`src/rtl/fs_tx_arbiter.sv`:
```
// Packet-granular round-robin arbiter that shares the fast-serial TX byte channel among NUM_REQ streams.
// Define FS_TX_ARB_STATS_EN to add per-requester packet counters and an eviction counter.
module fs_tx_arbiter #(
  parameter int unsigned NUM_REQ      = 2,
  parameter int unsigned HOLDOFF      = 2,
  parameter int unsigned IDLE_TIMEOUT = 1024
) (
  input  logic                  i_clk,
  input  logic                  i_rst_n,
  input  logic [NUM_REQ-1:0]    i_req_valid,
  input  logic [8*NUM_REQ-1:0]  i_req_data,
  input  logic [NUM_REQ-1:0]    i_req_last,
  output logic [NUM_REQ-1:0]    o_req_ready,
  output logic [7:0]            o_tx_data,
  output logic                  o_tx_write,
  input  logic                  i_tx_busy,
  output logic [NUM_REQ-1:0]    o_grant,
`ifdef FS_TX_ARB_STATS_EN
  output logic [16*NUM_REQ-1:0] o_pkt_count,
  output logic [15:0]           o_evict_count,
`endif
  output logic                  o_timeout
);

  localparam int unsigned PTR_W = (NUM_REQ > 1) ? $clog2(NUM_REQ) : 1;
  localparam int unsigned HO_W  = (HOLDOFF > 0) ? $clog2(HOLDOFF + 1) : 1;
  localparam int unsigned TO_W  = $clog2(IDLE_TIMEOUT + 1);

  typedef enum logic [0:0] {ST_IDLE, ST_SEND} state_e;

  state_e               state_q, state_d;
  logic [NUM_REQ-1:0]   grant_q, grant_d;
  logic [PTR_W-1:0]     owner_q, owner_d;
  logic [PTR_W-1:0]     ptr_q, ptr_d;
  logic [HO_W-1:0]      holdoff_q, holdoff_d;
  logic [TO_W-1:0]      stall_q, stall_d;
  logic                 tx_write_q, tx_write_d;
  logic [7:0]           tx_data_q, tx_data_d;
  logic                 timeout_q, timeout_d;

  logic                 own_valid, own_last;
  logic [7:0]           own_data;
  logic                 accept_ok, xfer;
  logic                 pick_found, hi_found;
  logic [PTR_W-1:0]     pick_idx, hi_idx, lo_idx, owner_next;

  // Owner's request lines
  always_comb begin
    own_valid = 1'b0;
    own_last  = 1'b0;
    own_data  = '0;
    for (int k = 0; k < int'(NUM_REQ); k++) begin
      if (owner_q == PTR_W'(k)) begin
        own_valid = i_req_valid[k];
        own_last  = i_req_last[k];
        own_data  = i_req_data[8*k +: 8];
      end
    end
  end

  // Round-robin pick: lowest valid index at or above the pointer, else lowest valid overall
  always_comb begin
    hi_found = 1'b0;
    pick_found = 1'b0;
    hi_idx = '0;
    lo_idx = '0;
    for (int i = int'(NUM_REQ) - 1; i >= 0; i--) begin
      if (i_req_valid[i]) begin
        pick_found = 1'b1;
        lo_idx = PTR_W'(i);
        if (PTR_W'(i) >= ptr_q) begin
          hi_found = 1'b1;
          hi_idx = PTR_W'(i);
        end
      end
    end
    pick_idx = hi_found ? hi_idx : lo_idx;
  end

  assign owner_next = (owner_q == PTR_W'(NUM_REQ - 1)) ? '0 : owner_q + PTR_W'(1);
  assign accept_ok  = (holdoff_q == '0) && !i_tx_busy;
  assign xfer       = (state_q == ST_SEND) && own_valid && accept_ok;
  assign o_req_ready = ((state_q == ST_SEND) && accept_ok) ? grant_q : '0;

  // Next-state and registered output logic
  always_comb begin
    state_d    = state_q;
    grant_d    = grant_q;
    owner_d    = owner_q;
    ptr_d      = ptr_q;
    stall_d    = stall_q;
    tx_write_d = 1'b0;
    tx_data_d  = tx_data_q;
    timeout_d  = 1'b0;
    holdoff_d  = (holdoff_q != '0) ? holdoff_q - HO_W'(1) : '0;

    case (state_q)
      ST_IDLE: begin
        stall_d = '0;
        if (pick_found) begin
          owner_d = pick_idx;
          grant_d = NUM_REQ'(1) << pick_idx;
          state_d = ST_SEND;
        end
      end
      ST_SEND: begin
        if (xfer) begin
          tx_write_d = 1'b1;
          tx_data_d  = own_data;
          holdoff_d  = HO_W'(HOLDOFF);
          stall_d    = '0;
          if (own_last) begin
            state_d = ST_IDLE;
            grant_d = '0;
            ptr_d   = owner_next;
          end
        end else if (own_valid) begin
          stall_d = '0;
        end else if (stall_q == TO_W'(IDLE_TIMEOUT - 1)) begin
          // Owner stalled mid-packet too long: abandon the packet
          timeout_d = 1'b1;
          state_d   = ST_IDLE;
          grant_d   = '0;
          ptr_d     = owner_next;
          stall_d   = '0;
        end else begin
          stall_d = stall_q + TO_W'(1);
        end
      end
      default: state_d = ST_IDLE;
    endcase
  end

  always_ff @(posedge i_clk or negedge i_rst_n) begin
    if (!i_rst_n) begin
      state_q    <= ST_IDLE;
      grant_q    <= '0;
      owner_q    <= '0;
      ptr_q      <= '0;
      holdoff_q  <= '0;
      stall_q    <= '0;
      tx_write_q <= 1'b0;
      tx_data_q  <= '0;
      timeout_q  <= 1'b0;
    end else begin
      state_q    <= state_d;
      grant_q    <= grant_d;
      owner_q    <= owner_d;
      ptr_q      <= ptr_d;
      holdoff_q  <= holdoff_d;
      stall_q    <= stall_d;
      tx_write_q <= tx_write_d;
      tx_data_q  <= tx_data_d;
      timeout_q  <= timeout_d;
    end
  end

  assign o_grant    = grant_q;
  assign o_tx_write = tx_write_q;
  assign o_tx_data  = tx_data_q;
  assign o_timeout  = timeout_q;

`ifdef FS_TX_ARB_STATS_EN
  logic [NUM_REQ-1:0][15:0] pkt_cnt_q, pkt_cnt_d;
  logic [15:0]              evict_cnt_q, evict_cnt_d;

  // Completed-packet and eviction counters, wrapping at 16 bits
  always_comb begin
    pkt_cnt_d   = pkt_cnt_q;
    evict_cnt_d = evict_cnt_q;
    for (int k = 0; k < int'(NUM_REQ); k++) begin
      if (xfer && own_last && (owner_q == PTR_W'(k))) begin
        pkt_cnt_d[k] = pkt_cnt_q[k] + 16'd1;
      end
    end
    if (timeout_d) begin
      evict_cnt_d = evict_cnt_q + 16'd1;
    end
  end

  always_ff @(posedge i_clk or negedge i_rst_n) begin
    if (!i_rst_n) begin
      pkt_cnt_q   <= '0;
      evict_cnt_q <= '0;
    end else begin
      pkt_cnt_q   <= pkt_cnt_d;
      evict_cnt_q <= evict_cnt_d;
    end
  end

  assign o_pkt_count   = pkt_cnt_q;
  assign o_evict_count = evict_cnt_q;
`endif

endmodule

```
`config.mk`:
```
export PLATFORM = sky130hd
export DESIGN_NAME = fs_tx_arbiter
export DESIGN_NICKNAME = d
export VERILOG_FILES = /design/src/rtl/fs_tx_arbiter.sv
export SDC_FILE = /design/constraint.sdc
export NUM_CORES = 1
export LEC_CHECK = 0
export ABC_AREA = 1
export CORE_UTILIZATION = 45
export DETAILED_ROUTE_END_ITERATION = 7
export PLACE_DENSITY = 0.75
export SYNTH_ARGS = -nofsm -noshare
export SYNTH_HDL_FRONTEND = slang
export SYNTH_SLANG_ARGS = --single-unit
```
`constraint.sdc`:
```
create_clock -name i_clk -period 1.8 [get_ports i_clk]
set_input_delay 0.18 -clock i_clk [delete_from_list [all_inputs] [get_ports i_clk]]
set_output_delay 0.18 -clock i_clk [all_outputs]
set_load 0.01 [all_outputs]
```
==> results of run 1 <==
-- worst max-delay path, cell delays in order, from the launching register on --
cell and delay, ns:
dfrtp_1 0.42, nor2_2 0.16, nand3_4 0.08, nor2_1 0.10
dlygate4sd2_1 0.28
-- cells in the mapped netlist --
| library cell | instances | area, um^2 |
|---|---|---|
| o21ai_1 | 1 | 5.000 |
| nor2_1 | 30 | 112.6 |
| nor2_8 | 1 | 20.02 |
| nor3b_2 | 1 | 12.51 |
| dfrtp_1 | 28 | 700.7 |
| nand4_1 | 2 | 12.51 |
| nand3_1 | 5 | 25.02 |
| inv_1 | 12 | 45.04 |
| ha_1 | 1 | 12.51 |
| nand3_4 | 1 | 17.52 |
| xor2_1 | 2 | 17.52 |
| nand2_4 | 2 | 22.52 |
| nand3_2 | 1 | 10.01 |
| nand2_2 | 2 | 12.51 |
| o21bai_1 | 1 | 7.510 |
| buf_4 | 1 | 7.510 |
| o21ai_0 | 3 | 15.01 |
| nand2_1 | 45 | 168.9 |
| a21oi_1 | 4 | 20.02 |
| a31oi_1 | 8 | 50.05 |
| nor3b_1 | 1 | 7.510 |
| inv_2 | 3 | 11.26 |
| nor2_2 | 2 | 12.51 |
| clkinv_1 | 1 | 3.750 |
| clkbuf_1 | 1 | 3.750 |
| a31oi_2 | 1 | 12.51 |
| xnor2_1 | 1 | 8.760 |
| nor3_1 | 2 | 10.01 |
| buf_8 | 1 | 15.01 |
-- final timing paths --
path                          startpoint             end  slack [ns]  depth (start not counted)
max in group asynchronous        i_rst_n      o_grant[1]        1.34                          2
setup / recovery            holdoff_q[1]  o_req_ready[1]        0.25                          4
hold reg to reg             holdoff_q[0]    holdoff_q[0]        0.43                          1
hold / removal                   i_rst_n      stall_q[5]        0.20                          2
setup reg to reg              stall_q[0]      o_grant[0]        0.30                          8
min in group i_clk         i_req_data[3]    o_tx_data[3]        0.39                          3
-- stage by stage --
stage | std cells | worst slack [ns]
after floorplan | 164 | 0.5304
after global placement | 232 | 0.1360
after detailed placement | 232 | 0.08542
after CTS | 236 | 0.2276
after global routing | 236 | 0.1686
final | 236 | 0.2513
-- layout make-up --
type | count | area [um^2]
multi-input combinational | 117 | 595.6
clock buffer | 3 | 22.52
fill | 245 | 993.5
sequential | 28 | 700.7
clock inverter | 1 | 30.03
tap | 31 | 38.79
timing repair buffer | 40 | 387.9
inverter | 16 | 60.06
-- power by group --
group,total (uW),leakage (uW),switching [uW],internal [uW]
Sequential,943,0.000357,128,814
Clock,410,0.0000279,185,225
Combinational,1120,0.000475,607,510
-- routing by layer --
layer  global-route usage  up-vias
met5                    0        -
met4              0.09408        0
li1                     -      604
met2               0.3472       22
met1               0.2426      555
met3              0.04082        2
-- cell families (layout without fill, tap and decap cells) --
group	count (synthesis)	in the layout
AND/OR/NAND/NOR	95	95
flip-flops	28	28
buffers and inverters	19	60
AO/OA/AOI/OAI	18	18
XOR/XNOR	3	3
adder cells (fa/ha/maj)	1	1
-- repair_timing --
action                     4_1_cts  5_1_grt
resized for setup                3        0
setup endpoints to repair        2        0
hold endpoints to repair         0        0
-- flip-flops by register name (all words and copies together), names as in the netlist --
register and count:
o_tx_write 1, stall_q 11, ptr_q 1, o_tx_data 8, owner_q 1, holdoff_q 2
o_timeout 1, state_q 1, o_grant 2
==> run metrics, run 1 <==
status finished, final reports clean; met3 wire len ~110 um; global-route wire length before repair 5106 um; Final setup viols 0; Worst-path clk slew 0.15 ns; main combinational cell family by area after synthesis simple AND/OR/NAND/NOR gates; Worst Hold Class primary input to async pin; Final min period 1.549 ns; Pwr per Cell Area between 1000 and 1500 mW/mm^2; vias in the first global route around 1,300; CP max FO 3; top layer reached by signal wires met4; DRT Wirelength between 2000 and 3000 um; Worst EP arrival between 1 and 1.5 ns; hold_ws between 0.15 and 0.2 ns; Area Growth Syn to Fin 33.00%; Synth Area in Simple Gates 0.3218; critical path type register to primary output; port bufs 36; Synth Area in XOR/XNOR 0.01904; DR vias/cell around 5.0; Hold-fix buffers, CTS 0; Worst-Margin Slew approximately 0.35 ns; WL met2 about 1500 um; total power 2470 uW; final instance area between 0.0015 and 0.002 mm^2; Synth cell types 29; Bufs on Longest Clock Path 2; Cell Area, Placed around 0.0018 mm^2; Avg WL per Cell approximately 12 um; Antenna Cells 0; Hold Vio Cnt, Final 0; mux share of post-synthesis cell area 0; Syn Inst Count approximately 160; relative slew slack 0.7683; # IOs 37; all-layer global routing usage 0.2021; total congestion overflow 0; M1 WL between 1000 and 1500 um; largest net degree at the start of global routing 29; total die area roughly 0.0033 mm^2; DR pass1 iterations 4; Syn Area/Cell 8.415 um^2; Slew Limit Fails 0; TritonCTS buffer count 3; insertion delay to the later sink of the worst-skew pair approximately 0.33 ns; post-synthesis adder-cell area fraction 0.009066; Synth Register Bits 28; initial antenna violation count 0; Root Driver clkbuf_4; f_max 645.7 MHz; CTS tree done; starting density of the core 0.4878; H-tree Lvls 1; commonest non-fill, non-tap cell in the layout nand2_1; row count 19; fin util 0.6488; GP Congestion between 0.8 and 0.9; most frequent cells in the layout 45 x nand2_1, 34 x clkdlybuf4s50_1, 29 x nor2_1; max_cap viols 0; Worst Setup Start Kind register; via count around 1,200; peak supply drop 0.0007187 V; ANT nets after route 0; Leak between 0.0008 and 0.0009 uW; Die X-Extent roughly 57 um; CTS sink count 28; endpoint class of the critical path primary output; RSZ-0062 raised after global routing no; Die Height 57.38 um; Syn Nets 188; core footprint about 0.0028 mm^2; clk_skew ~0.011 ns; layout cells sized above 1 0.1122; drt drc 0; Mapped Area between 0.001 and 0.0015 mm^2; NumNets Final between 200 and 250; Initial DRC Count between 50 and 60; register area share after synthesis 0.5077; setup bufs post-CTS 0; Worst EP required 1.62 ns; Yosys Warn Count 0; compound-cell area share of the yosys netlist 0.07978; ratio of final minimum period to clock period 0.8604; hpwl dp roughly 2200 um; setup TNS 0 ns
Power figures use the tool's default switching activity.
==> inputs of run 2 (changes only) <==
--- a/config.mk
+++ b/config.mk
@@ -9,2 +9,3 @@
 export CORE_UTILIZATION = 45
+export CTS_CLUSTER_DIAMETER = 60
 export DETAILED_ROUTE_END_ITERATION = 7
==> constraint.sdc (replaced) <==
create_clock -name i_clk -period 1.8 [get_ports i_clk]
set_input_delay 0.45 -clock i_clk [delete_from_list [all_inputs] [get_ports i_clk]]
set_output_delay 0.45 -clock i_clk [all_outputs]
set_load 0.01 [all_outputs]
==> run metrics, run 2 (synthesis results as in run 1) <==
Leak approximately 0.00088 uW; critical path type register to primary output; f_max roughly 570 MHz; H-tree Lvls 1; port bufs 36; DR vias/cell slightly above 5; # IOs 37; CTS sink count 28; commonest non-fill, non-tap cell in the layout nand2_1; Worst-path clk slew about 0.17 ns; max FFs per register 11; total die area 0.003292 mm^2; CP Buf/Inv Count 1; Root Driver clkbuf_4; via count about 1,200; CP max FO 3; clock power share 0.167; total congestion overflow 0; Worst Setup Start Kind register; DRT Wirelength slightly below 3000 um; Fillers around 240; initial antenna violation count 0; reg-to-reg endpoint o_grant[1]; global-route wire length before repair roughly 5300 um; hold_ws roughly 0.45 ns; Hold-fix buffers, CTS 0; Area Growth Syn to Fin 35.09%; setup TNS 0 ns; setup bufs post-CTS 0; TritonCTS buffer count 3; most frequent cells in the layout 45 x nand2_1, 32 x clkdlybuf4s50_1, 29 x nor2_1; Internal approximately 1600 uW; relative slew slack 0.7650; layout cells sized above 1 0.1346; Slew Limit Fails 0; Antenna Cells 0; NumNets Final around 230; combinational power share 0.469; Worst EP required approximately 1.4 ns; Avg WL per Cell around 12 um; post-route insts no fill around 240; peak supply drop between 0.0006 and 0.0007 V; P_sw between 900 and 1000 uW; row count 19; ANT nets after route 0; Reg2Reg Depth 8; drt drc 0; Initial DRC Count 50; Hold EP holdoff_q[0]; status finished, final reports clean; RSZ-0062 raised after global routing no; worst-path cell with the longest stage delay clkdlybuf4s50_1; Pwr per Cell Area 1366 mW/mm^2; max incr delay on CP 0.54 ns; GP Congestion about 0.82; Die X-Extent between 50 and 60 um; Worst-Margin Slew 0.3513 ns; Bufs on Longest Clock Path 2; Final min period 1.745 ns; endpoint class of the critical path primary output; Final setup viols 0; vias in the first global route 1,290; Largest Register stall_q; Seq pwr share 0.364; ratio of final minimum period to clock period 0.9696; placed cells roughly 240; largest net degree at the start of global routing 29; crit-path cells clkdlybuf4s50_1; core footprint 0.002829 mm^2; insertion delay to the later sink of the worst-skew pair 0.34 ns; reg-to-reg setup timing slack between 0.3 and 0.4 ns; Top delay family on crit path buffers and inverters; hpwl dp between 2000 and 2500 um; Final WS setup approximately 0.055 ns; Die Height ~57 um; clk_skew around 0.013 ns; WHS Path Cells 1; Setup WS pre-CTS -0.4635 ns; Worst Hold Class register to register; Worst EP arrival between 1 and 1.5 ns; worst reg2reg startpoint stall_q[0]; max_cap viols 0; DR pass1 iterations 4; switching share of power 0.3745; Hold Vio Cnt, Final 0; hold wc startpoint holdoff_q[0]; starting density of the core 0.4878; CTS tree done; all-layer global routing usage 0.2105
[run 2: cell count changes in the layout (fill, tap and decap cells not counted)]
cell and delta:
buf_12 +1, buf_2 +2, buf_4 +2, clkdlybuf4s50_1 -2, dlygate4sd2_1 -1, dlymetal6s2s_1 +1
[run 2: per-layer routing]
layer	share of wire	GRT usage	vias up
met5	0	0	-
met4	0.016	0.1010	0
met3	0.053	0.04082	4
met2	0.52	0.3887	31
met1	0.41	0.2286	559
li1	-	-	608
[run 2: worst max-delay path by stage]
stage                 start        endpoint  slack, ns  depth (start not counted)
2_1_floorplan     i_tx_busy  o_req_ready[0]       0.42                          3
3_3_place_gp      i_tx_busy  o_req_ready[1]      -0.40                          5
3_5_place_dp      i_tx_busy  o_req_ready[0]      -0.46                          5
4_1_cts          o_grant[0]      o_grant[0]       0.05                          1
5_1_grt        o_tx_data[6]    o_tx_data[6]      0.007                          1
6_report         o_grant[0]      o_grant[0]       0.05                          1
[run 2: layout make-up]
class	instances	area (um^2)	area share
clock buffers	3	22.52	0.01208
flip-flops and latches	28	700.7	0.3758
well taps	31	38.79	0.02081
repair buffers	43	416.7	0.2235
multi-input cells	117	595.6	0.3195
inverters	16	60.06	0.03221
clock inverters	1	30.03	0.01611
[run 2: stage by stage]
stage	cell area, um^2	total power (uW)	util
3_5_place_dp	1818	2153	0.6426
6_report	1864	2547	0.6590
3_3_place_gp	1818	2103	0.6426
2_1_floorplan	1380	1625	-
4_1_cts	1862	2574	0.6581
5_1_grt	1864	2740	0.6590
[run 2: power by group through the flow]
stage | registers, uW | logic (uW) | clock network [uW]
final | 928 | 1190 | 425
after global routing | 955 | 1340 | 450
after CTS | 931 | 1210 | 431
after detailed placement | 942 | 1210 | 0
after global placement | 929 | 1170 | 0
after floorplan | 992 | 633 | 0
[run 2: timing repair]
| item | 4_1_cts | 5_1_grt |
|---|---|---|
| pin swaps | 1 | 0 |
| setup endpoints to repair | 2 | 1 |
| resized for setup | 10 | 1 |
==> RTL change (settings of run 2) <==
Add a define of `FS_TX_ARB_STATS_EN`.
--- a/src/rtl/fs_tx_arbiter.sv
+++ b/src/rtl/fs_tx_arbiter.sv
@@ -1,5 +1,7 @@
 // Packet-granular round-robin arbiter that shares the fast-serial TX byte channel among NUM_REQ streams.
 // Define FS_TX_ARB_STATS_EN to add per-requester packet counters and an eviction counter.
+`define FS_TX_ARB_STATS_EN
+
 module fs_tx_arbiter #(
   parameter int unsigned NUM_REQ      = 2,
   parameter int unsigned HOLDOFF      = 2,
Formal check against the unedited RTL (old outputs only; new: o_evict_count and o_pkt_count): equivalent (Yosys induction, for registers that start in step).
==> RTL change against run 2 <==
Total power is 120% higher; sequential cell count is 48 higher; setup slack got worse by 0.031 ns; global-route usage grew 0.72 points; wire length grew to 3.5 times the old value; register-to-register slack worse by 0.21 ns; synthesized area grew to 3.0 times the old value; maximum frequency is 1.7% lower; cell area increased to 3.1 times the old value; via count rose to 3.3 times the old value; critical endpoint is now o_evict_count[1]; largest cell class is now multi-input combinational cells; largest power group is now sequential cells; highest routed layer unchanged.
==> RTL change: results (changes against run 2) <==
IO buf count 84 (+130%); Synth top cells by count nand2_1 (201), dfrtp_1 (76), nor2_1 (72); 1st-pass router iterations 5 (+1); clk root buf clkbuf_8; DP Area 5200 um2 (+190%); worst hold path class in2async; Internal Pwr Total 3840 uW (+140%); Crit path largest cell delay 0.57 ns (+0.03 ns); Avg Inst Size Synth 7.56 um2 (-10%); First DRT Iteration DRCs 228 (+360%); post-synthesis compound-gate area fraction 4.70% (-3.3 points); R2R setup slack 0.14 ns (-0.21 ns); share of cells above drive strength 1 15.8% (+2.3 points); Synth Area in Adders 1.23% (+0.32 points); global-route met3 utilization 3.31% (-0.77 points); Worst Setup EP o_evict_count[1]; DP Wirelength 7170 um (+220%); Worst-path clk slew 0.07 ns (-0.10 ns); top cells by area, synth dfrtp_1 (47%), nand2_1 (19%), nor2_1 (6.6%); Synth Net Count 566 (+200%); gr usage total 21.8% (+0.72 points); cts bufs inserted 9 (+6); fill count 729 (+210%); H-tree depth 3 (+2); FF-to-FF Start o_pkt_count[0]$_DFFE_PN0P_; status completed; first-pass GRT wire length 16900 um (+220%)
## RTL change: how the worst min path moves through the flow
stage,to,slack (ns),cells past startpoint
floorplan,holdoff_q[0]$_DFF_PN0_,0.15,0
global placement,o_pkt_count[27]$_DFFE_PN0P_,0.39,1
detailed placement,o_pkt_count[30]$_DFFE_PN0P_,0.39,1
CTS,owner_q$_DFFE_PN0P_,0.03,1
global route,o_pkt_count[27]$_DFFE_PN0P_,0.03,1
finish,o_pkt_count[30]$_DFFE_PN0P_,0.02,1
## RTL change: cell type report
type	instances	area [um2]	area share [%]
Tap cell	108	135	2.36
Inverter	44	169	2.95
Timing Repair Buffer	146	1320	23.1
Sequential cell	76	1920	33.4
Clock inverter	4	97.6	1.70
Clock buffer	11	141	2.47
Multi-Input combinational cell	410	1950	34.0
## RTL change: power by group through the flow
stage / Combinational (uW) / Sequential, uW / Clock (uW)
2_1_floorplan: 836 / 2310 / 0
3_3_place_gp: 1720 / 2260 / 0
3_5_place_dp: 1750 / 2270 / 0
4_1_cts: 1800 / 2230 / 1590
5_1_grt: 2070 / 2250 / 1660
6_report: 1880 / 2210 / 1560
## RTL change: cell families (layout without fill, tap and decap cells)
family	after synthesis	in the layout
simple gates	341	341
flops	76	76
buf+inv	53	205
compound gates	36	36
xor+xnor	29	29
fa+ha+maj	4	4
## RTL change: per-layer routing
layer / part of all wire, % / routed length (um) / vias to the layer above
met5: 0 / 0 / -
met4: 1.8 / 186 / 0
met3: 4.4 / 449 / 19
met2: 50 / 5120 / 126
met1: 44 / 4540 / 1873
li1: - / - / 1995
## RTL change: repair_timing
item | CTS | global route
setup buffers | 11 | 26
pin swaps | 3 | 0
hold buffers | 0 | 0
setup endpoints to repair | 23 | 31
resized for setup | 21 | 4
